<file path="src/rtl/loadnoc_ctrl.sv">
// ============================================================================
// loadnoc_ctrl
// Snoops stores into the NoC load register window, sequences word-by-word NoC
// load beats over a req/ack handshake and writes a completion status word back
// through the MMR write port it shares with writeback stores.
// Optional ack watchdog: define LOADNOC_TIMEOUT_EN.
// Revision: 1.0
// ============================================================================
`default_nettype none

module loadnoc_ctrl #(
    parameter logic [31:0] MMR_BASE    = 32'h0000_4000,
    parameter int          LEN_W       = 16,
    parameter int          TIMEOUT_CYC = 1024
) (
    input  logic        clk,
    input  logic        rst_n,
    input  logic        wb_we,
    input  logic [31:0] wb_location,
    input  logic [31:0] wb_data,
    output logic        mmr_we,
    output logic [31:0] mmr_location,
    output logic [31:0] loadnoc_data_from_wb,
    output logic        noc_req,
    output logic [31:0] noc_src,
    output logic [31:0] noc_dst,
    input  logic        noc_ack,
    output logic        busy
);

    typedef enum logic [1:0] {
        S_IDLE  = 2'd0,
        S_REQ   = 2'd1,
        S_DONE  = 2'd2,
        S_WSTAT = 2'd3
    } state_t;

    localparam logic [5:0]  IDX_SRC    = 6'd0;
    localparam logic [5:0]  IDX_DST    = 6'd1;
    localparam logic [5:0]  IDX_LEN    = 6'd2;
    localparam logic [5:0]  IDX_CTRL   = 6'd3;
    localparam logic [31:0] STATUS_LOC = MMR_BASE + 32'd16;

    state_t             state_q, state_d;
    logic [31:0]        shadow_src_q, shadow_src_d;
    logic [31:0]        shadow_dst_q, shadow_dst_d;
    logic [LEN_W-1:0]   shadow_len_q, shadow_len_d;
    logic [31:0]        src_q, src_d;
    logic [31:0]        dst_q, dst_d;
    logic [LEN_W-1:0]   len_q, len_d;
    logic [LEN_W-1:0]   count_q, count_d;
    logic               error_q, error_d;
    logic [31:0]        status_q, status_d;
    logic               mmr_we_q, mmr_we_d;
    logic [31:0]        mmr_loc_q, mmr_loc_d;
    logic [31:0]        mmr_data_q, mmr_data_d;
    logic               noc_req_q, noc_req_d;
    logic               busy_q, busy_d;

    logic               win_hit;
    logic [5:0]         win_idx;
    logic               start_wr;
    logic [LEN_W-1:0]   count_inc;
    logic               timeout_hit;

`ifdef LOADNOC_TIMEOUT_EN
    localparam int TO_W = (TIMEOUT_CYC > 1) ? $clog2(TIMEOUT_CYC + 1) : 1;
    logic [TO_W-1:0] timer_q, timer_d;
    assign timeout_hit = (timer_q == TO_W'(TIMEOUT_CYC - 1));
`else
    assign timeout_hit = 1'b0;
`endif

    assign win_hit   = wb_we && (wb_location[31:8] == MMR_BASE[31:8]);
    assign win_idx   = wb_location[7:2];
    assign start_wr  = win_hit && (win_idx == IDX_CTRL) && wb_data[0];
    assign count_inc = count_q + LEN_W'(1);

    always_comb begin
        state_d      = state_q;
        shadow_src_d = shadow_src_q;
        shadow_dst_d = shadow_dst_q;
        shadow_len_d = shadow_len_q;
        src_d        = src_q;
        dst_d        = dst_q;
        len_d        = len_q;
        count_d      = count_q;
        error_d      = error_q;
        status_d     = status_q;
        mmr_we_d     = 1'b0;
        mmr_loc_d    = mmr_loc_q;
        mmr_data_d   = mmr_data_q;
`ifdef LOADNOC_TIMEOUT_EN
        timer_d      = timer_q;
`endif

        // Shadows track every window store, even mid-transfer, for the next start.
        if (win_hit) begin
            case (win_idx)
                IDX_SRC: shadow_src_d = wb_data;
                IDX_DST: shadow_dst_d = wb_data;
                IDX_LEN: shadow_len_d = wb_data[LEN_W-1:0];
                default: ;
            endcase
        end

        case (state_q)
            S_IDLE: begin
                if (start_wr) begin
                    src_d   = shadow_src_q;
                    dst_d   = shadow_dst_q;
                    len_d   = shadow_len_q;
                    count_d = '0;
                    error_d = 1'b0;
`ifdef LOADNOC_TIMEOUT_EN
                    timer_d = '0;
`endif
                    state_d = (shadow_len_q == '0) ? S_DONE : S_REQ;
                end
            end
            S_REQ: begin
                if (noc_ack) begin
                    src_d   = src_q + 32'd4;
                    dst_d   = dst_q + 32'd4;
                    count_d = count_inc;
`ifdef LOADNOC_TIMEOUT_EN
                    timer_d = '0;
`endif
                    if (count_inc == len_q) begin
                        state_d = S_DONE;
                    end
                end else if (timeout_hit) begin
                    error_d = 1'b1;
                    state_d = S_DONE;
                end else begin
`ifdef LOADNOC_TIMEOUT_EN
                    timer_d = timer_q + TO_W'(1);
`endif
                end
            end
            S_DONE: begin
                status_d = {16'(count_q), 14'd0, error_q, 1'b1};
                state_d  = S_WSTAT;
            end
            S_WSTAT: begin
                // Status waits for a free port cycle; writeback always has priority.
                if (!wb_we) begin
                    mmr_we_d   = 1'b1;
                    mmr_loc_d  = STATUS_LOC;
                    mmr_data_d = status_q;
                    state_d    = S_IDLE;
                end
            end
            default: state_d = S_IDLE;
        endcase

        if (wb_we) begin
            mmr_we_d   = 1'b1;
            mmr_loc_d  = wb_location;
            mmr_data_d = wb_data;
        end

        noc_req_d = (state_d == S_REQ);
        busy_d    = (state_d != S_IDLE);
    end

    always_ff @(posedge clk or negedge rst_n) begin
        if (!rst_n) begin
            state_q      <= S_IDLE;
            shadow_src_q <= '0;
            shadow_dst_q <= '0;
            shadow_len_q <= '0;
            src_q        <= '0;
            dst_q        <= '0;
            len_q        <= '0;
            count_q      <= '0;
            error_q      <= 1'b0;
            status_q     <= '0;
            mmr_we_q     <= 1'b0;
            mmr_loc_q    <= '0;
            mmr_data_q   <= '0;
            noc_req_q    <= 1'b0;
            busy_q       <= 1'b0;
`ifdef LOADNOC_TIMEOUT_EN
            timer_q      <= '0;
`endif
        end else begin
            state_q      <= state_d;
            shadow_src_q <= shadow_src_d;
            shadow_dst_q <= shadow_dst_d;
            shadow_len_q <= shadow_len_d;
            src_q        <= src_d;
            dst_q        <= dst_d;
            len_q        <= len_d;
            count_q      <= count_d;
            error_q      <= error_d;
            status_q     <= status_d;
            mmr_we_q     <= mmr_we_d;
            mmr_loc_q    <= mmr_loc_d;
            mmr_data_q   <= mmr_data_d;
            noc_req_q    <= noc_req_d;
            busy_q       <= busy_d;
`ifdef LOADNOC_TIMEOUT_EN
            timer_q      <= timer_d;
`endif
        end
    end

    assign mmr_we               = mmr_we_q;
    assign mmr_location         = mmr_loc_q;
    assign loadnoc_data_from_wb = mmr_data_q;
    assign noc_req              = noc_req_q;
    assign noc_src              = src_q;
    assign noc_dst              = dst_q;
    assign busy                 = busy_q;

endmodule

`default_nettype wire

</file>
<file path="config.mk">
export PLATFORM = sky130hd
export DESIGN_NAME = loadnoc_ctrl
export DESIGN_NICKNAME = d
export VERILOG_FILES = /design/src/rtl/loadnoc_ctrl.sv
export SDC_FILE = /design/constraint.sdc
export NUM_CORES = 1
export LEC_CHECK = 0
export CAP_MARGIN = 20
export CORE_UTILIZATION = 50
export DETAILED_ROUTE_END_ITERATION = 16
export PLACE_DENSITY = 0.72
export SLEW_MARGIN = 0
export SYNTH_ARGS = -nofsm -noshare
export SYNTH_HDL_FRONTEND = slang
export SYNTH_SLANG_ARGS = --single-unit
</file>
<file path="constraint.sdc">
create_clock -name clk -period 2.7 [get_ports clk]
set_clock_uncertainty 0.15 [all_clocks]
set_input_delay 0.27 -clock clk [delete_from_list [all_inputs] [get_ports clk]]
set_output_delay 0.27 -clock clk [all_outputs]
set_load 0.005 [all_outputs]
</file>
Word-level counts from Yosys, hierarchy flattened
Cells that the tools add are included.

storage, ports and cells
  flip-flop bits (word level) = 262
  output and inout port bits = 131

cells by class
  add/sub/neg operators = 3
  eq/ne operators = 11
  reductions and logical operators = 14
  muxes and demuxes = 21

operators with widths
  kind                                                                     count
  32-bit two-way mux                                                       8
  32-bit case mux with 2 select lines                                      2
  32-bit by 3-bit adder with 32-bit output (second input constant)         2
  16-bit two-way mux                                                       2
  16-bit case mux with 2 select lines                                      1
  24-bit by 7-bit equality test with 1-bit output (second input constant)  1
  16-bit by 1-bit adder with 16-bit output (second input constant)         1
  16-bit equality test                                                     1
  16-bit logical NOT                                                       1
  6-bit by 2-bit equality test with 1-bit output (second input constant)   2
  2-bit two-way mux                                                        5
  2-bit case mux with 4 select lines                                       1
  2-bit AND reduction                                                      4
  6-bit by 1-bit equality test with 1-bit output (second input constant)   1
  6-bit logical NOT                                                        1
  2-bit nonzero test                                                       3
  2-bit by 1-bit equality test with 1-bit output (second input constant)   2
  2-bit equality test (second input constant)                              2
  2-bit inequality test (second input constant)                            2
  1-bit logical AND                                                        3
  3-bit AND reduction                                                      1
  2-bit logical NOT                                                        1
  1-bit two-way mux                                                        2

Longest topological paths before layout
  depth in word-level cells = 7
  mapped depth = 10
  gate-level depth less buffers = 8

Least setup slack after synthesis
Ideal clock, no wire load.

  path type = flip-flop to flip-flop
  start = register count_q[1]
  end = register state_q[0]
  setup time = 0.132 ns
  required time = 2.418 ns
  path slack = 0.502 ns
  stages on the path, launching flop included = 9
  arrival time = 1.916 ns
  cell sequence = dfrtp_1 > ha_1 > nand4_2 > nor4_2 > xnor2_1 > nor4_1 > nand4_1 > o31ai_1 > nand2_1

on the way
  word-level cells in the longest chain between the ends = 5

RTL lines
  what                                      line  text
  from (decl)                               51    logic [LEN_W-1:0] count_q, count_d;
  from (signal assigned)                    195   count_q <= count_d;
  16-bit by 1-bit adder with 16-bit output  77    assign count_inc = count_q + LEN_W'(1);
  16-bit equality test                      129   if (count_inc == len_q) begin
  2-bit two-way mux                         129
  2-bit two-way mux                         122   if (noc_ack) begin
  2-bit case mux with 4 select lines        107   case (state_q)
  net state_d[0]                            44    state_t state_q, state_d;
  to (signal assigned)                      188   state_q <= state_d;
  to (decl)                                 44

The timed path passes the listed nets, and every way through them passes these cells.
A chain may end at the register's enable or synchronous reset.

Final worst setup path
  start = register count_q[11]
  end = register noc_req_q, in the netlist noc_req

on the way
  word-level cells in the longest chain between the ends = 6

RTL lines
  what                                            line  text
  16-bit by 1-bit adder with 16-bit output        77
  16-bit equality test                            129
  2-bit two-way mux                               129
  2-bit two-way mux                               122
  2-bit case mux with 4 select lines              107
  2-bit by 1-bit equality test with 1-bit output  163   noc_req_d = (state_d == S_REQ);
  net noc_req_d                                   57    logic noc_req_q, noc_req_d;
  to (signal assigned)                            201   noc_req_q <= noc_req_d;
  to (decl)                                       57

The timed path passes the listed nets, and every way through them passes these cells.

==> impl_metrics.py <==
metrics = {
    "cells_and_area": {
        "fin_util_pct": 67.01,
        "final_cell_mix": "262 x dfrtp_1, 196 x clkdlybuf4s50_1, 146 x nand2_1",
        "area_delta_synth_final_pct": 31.26,
        "final_nets": 1423,
        "layout_commonest_cell": "dfrtp_1",
        "fin_cells": 1693,
        "drive_gt1_share_pct": 16.59,
        "n_antenna_cell": 0,
    },
    "detailed_routing": {
        "vias": 9905,
        "wl_per_cell_um": 19.65,
        "drt_first_iter_violations": 807,
        "vias_per_cell": 5.851,
        "drc_errors": 0,
        "routed_wl_um": 33270,
        "dr.pass1.iters": 5,
        "ant_nets": 0,
    },
    "place": {
        "io_buffers": 198,
        "dp.cells": 1640,
        "post-dp-hpwl_um": 23280,
        "place.gp.congestion": 0.8894,
    },
    "timing": {
        "slew_headroom_pct": 44.91,
        "grt_setup_unrepaired": "false",
        "max_freq_ghz": 0.3980,
        "tightest_slew_ps": 824.4,
        "setup_viol": 0,
        "whs_ps": 13.88,
        "drv_slew": 0,
        "post-route-period-util_pct": 93.05,
        "final_hold_viol_count": 0,
        "min_period_ps": 2512,
        "fin_tns_setup_ps": 0,
    },
    "clock_tree": {
        "cts_resized": 0,
        "worst_skew_pair.late_latency_ps": 540,
        "ctsHtreeMaxLevel": 1,
        "clkSinkCount": 262,
        "clkTransAtPathRegs_ps": 60,
        "clock-root-buffer": "clkbuf_16",
        "cts_buffers": 28,
        "cts_tree": "built",
        "clock_path_buffers": 3,
        "cts_setup_buffers": 0,
    },
    "grt": {
        "track_usage_pct": 27.79,
        "grt_pass1_wl_um": 53500,
        "antenna_found_initial": 0,
        "grt_remaining_overflow": 0,
        "grt_max_degree": 108,
        "grt_pass1_vias": 9846,
    },
    "logic_synthesis": {
        "yosysSeqAreaShare_pct": 54.55,
        "synth_top_flop_cell": "dfrtp_1",
        "synth_enable_flop_cells": 0,
        "synth_area_leader_cell": "dfrtp_1",
        "synth-async-reset-ratio_pct": 100.0,
        "syn_avg_cell_area_um2": 10.53,
        "ys_warn_count": 0,
        "synth.distinct_cells": 61,
        "ys_ff_latch": 262,
        "synth_area_um2": 12020,
        "netlist_instances": 1141,
        "ys_top_cells_by_area": "dfrtp_1 55%, mux2_2 9.0%, nand2_1 4.6%",
        "syn-num-nets": 1212,
        "netlist.area_leader.share_pct": 54.55,
    },
    "critical_path": {
        "worstPathRequired_ps": 2980,
        "cpPeakStageDelay_ps": 490,
        "crit_type": "reg -> reg",
        "cp_data_arrival_time_ps": 2790,
        "worst_path_max_delay_cell": "dfrtp_1",
        "path_buf_inv": 2,
        "startpoint_type": "flip-flop",
        "crit_path_cell_trace": "and3_1 -> nand3_1 -> or3_1 -> xnor2_1 -> o211ai_1 -> o31ai_1 -> buf_4 -> inv_1",
        "crit_family": "simple AND/OR/NAND/NOR gates",
        "critPathCaptureType": "flip-flop",
        "cp_max_fo": 6,
    },
    "status": {
        "status": "completed",
    },
    "power": {
        "leakagePower_nw": 7.075,
        "powerDensity_nw_per_um2": 862.5,
        "vdd_drop_max_v": 0.0004674,
    },
    "floorplanning": {
        "ios": 199,
        "die_area_um2": 24660,
        "std_cell_rows": 56,
        "initial_core_util_pct": 51.05,
        "die_h_um": 157.0,
        "die_w_um": 157.0,
        "core_um2": 23540,
    },
    "hold_path": {
        "hold_path.class": "in -> reg",
    },
    "flow_run": {
        "maxCapViolCount": 0,
    },
}
==> timing repair <==
item,CTS,global route
setup endpoints to repair,0,0
hold endpoints to repair,102,0
hold buffers,1,0
==> metrics by stage <==
step                      area, um2  power (mW)  setup WS [ps]
after global routing          15780       14.32          33.57
final                         15780       13.61          187.6
after detailed placement      14700       9.269         -111.5
after global placement        14700       9.155         -78.14
after CTS                     15780       13.65          221.9
after floorplan               12020       7.119          502.0
==> final cells by class <==
cell class	count	area, um2
clock inverter	12	239.0
clock buffer	40	827.0
tap	319	399.1
sequential	262	6556
inverter	12	45.04
timing repair buffer	256	2595
fill	1900	7766
multi-input combinational	792	5115
==> worst paths after layout <==
path | start | to | cells after the start | slack, ps
min in group asynchronous | rst_n | count_q[8] | 2 | 140
max in group asynchronous | rst_n | shadow_src_q[7] | 3 | 1520
setup reg to reg | count_q[11] | noc_req | 8 | 190
hold reg to reg | loadnoc_data_from_wb[20] | loadnoc_data_from_wb[20] | 2 | 320
hold / removal | wb_we | mmr_location[4] | 3 | 10
setup / recovery | count_q[11] | noc_req | 8 | 190
==> cells in the mapped netlist, types with 12 or more instances <==
master,count
a21oi_1,89
a22o_1,47
a31oi_1,15
and3_1,16
buf_2,23
clkbuf_1,42
dfrtp_1,262
mux2_2,96
mux2i_1,19
nand2_1,146
nand3_1,38
nand4_1,16
nor2_1,78
nor3_1,12
o21ai_0,78
o22ai_1,20
xnor2_1,12
==> metal layers <==
layer  up-vias  part of all wire (%)  GRT usage, %
met5         -                     0             0
met4         0                   2.1         7.813
met3        56                   7.9         5.699
met2       406                    46         44.93
met1      4905                    44         38.01
li1       4538                     -             -
==> tightest hold or removal path: stages <==
cell	delay [ps]
buf_2	130
nor2b_1	160
nor2_1	100
==> kinds of logic (layout without fill, tap and decap cells) <==
| group | count (synthesis) | in the layout | synth area share (%) |
|---|---|---|---|
| simple gates | 356 | 356 | 14.30 |
| compound gates | 296 | 296 | 15.31 |
| flops | 262 | 262 | 54.55 |
| mux | 118 | 118 | 10.86 |
| buf+inv | 87 | 320 | 3.279 |
| xor+xnor | 19 | 19 | 1.385 |
| fa+ha+maj | 3 | 3 | 0.3123 |
==> sequential cells by signal (all words and copies together) (netlist names) <==
name / cells
noc_dst: 32
busy: 1
mmr_we: 1
shadow_len_q: 16
shadow_dst_q: 32
noc_src: 32
len_q: 16
loadnoc_data_from_wb: 32
status_q: 17
shadow_src_q: 32
count_q: 16
noc_req: 1
mmr_location: 32
state_q: 2
==> power breakdown <==
group	total [mW]	switching (mW)	internal (mW)
logic	4.10	2.09	2.01
clock network	4.36	1.57	2.79
registers	5.14	0.628	4.51
total	13.6	4.29	9.32
Note: power is estimated with default switching activity, not from simulation.
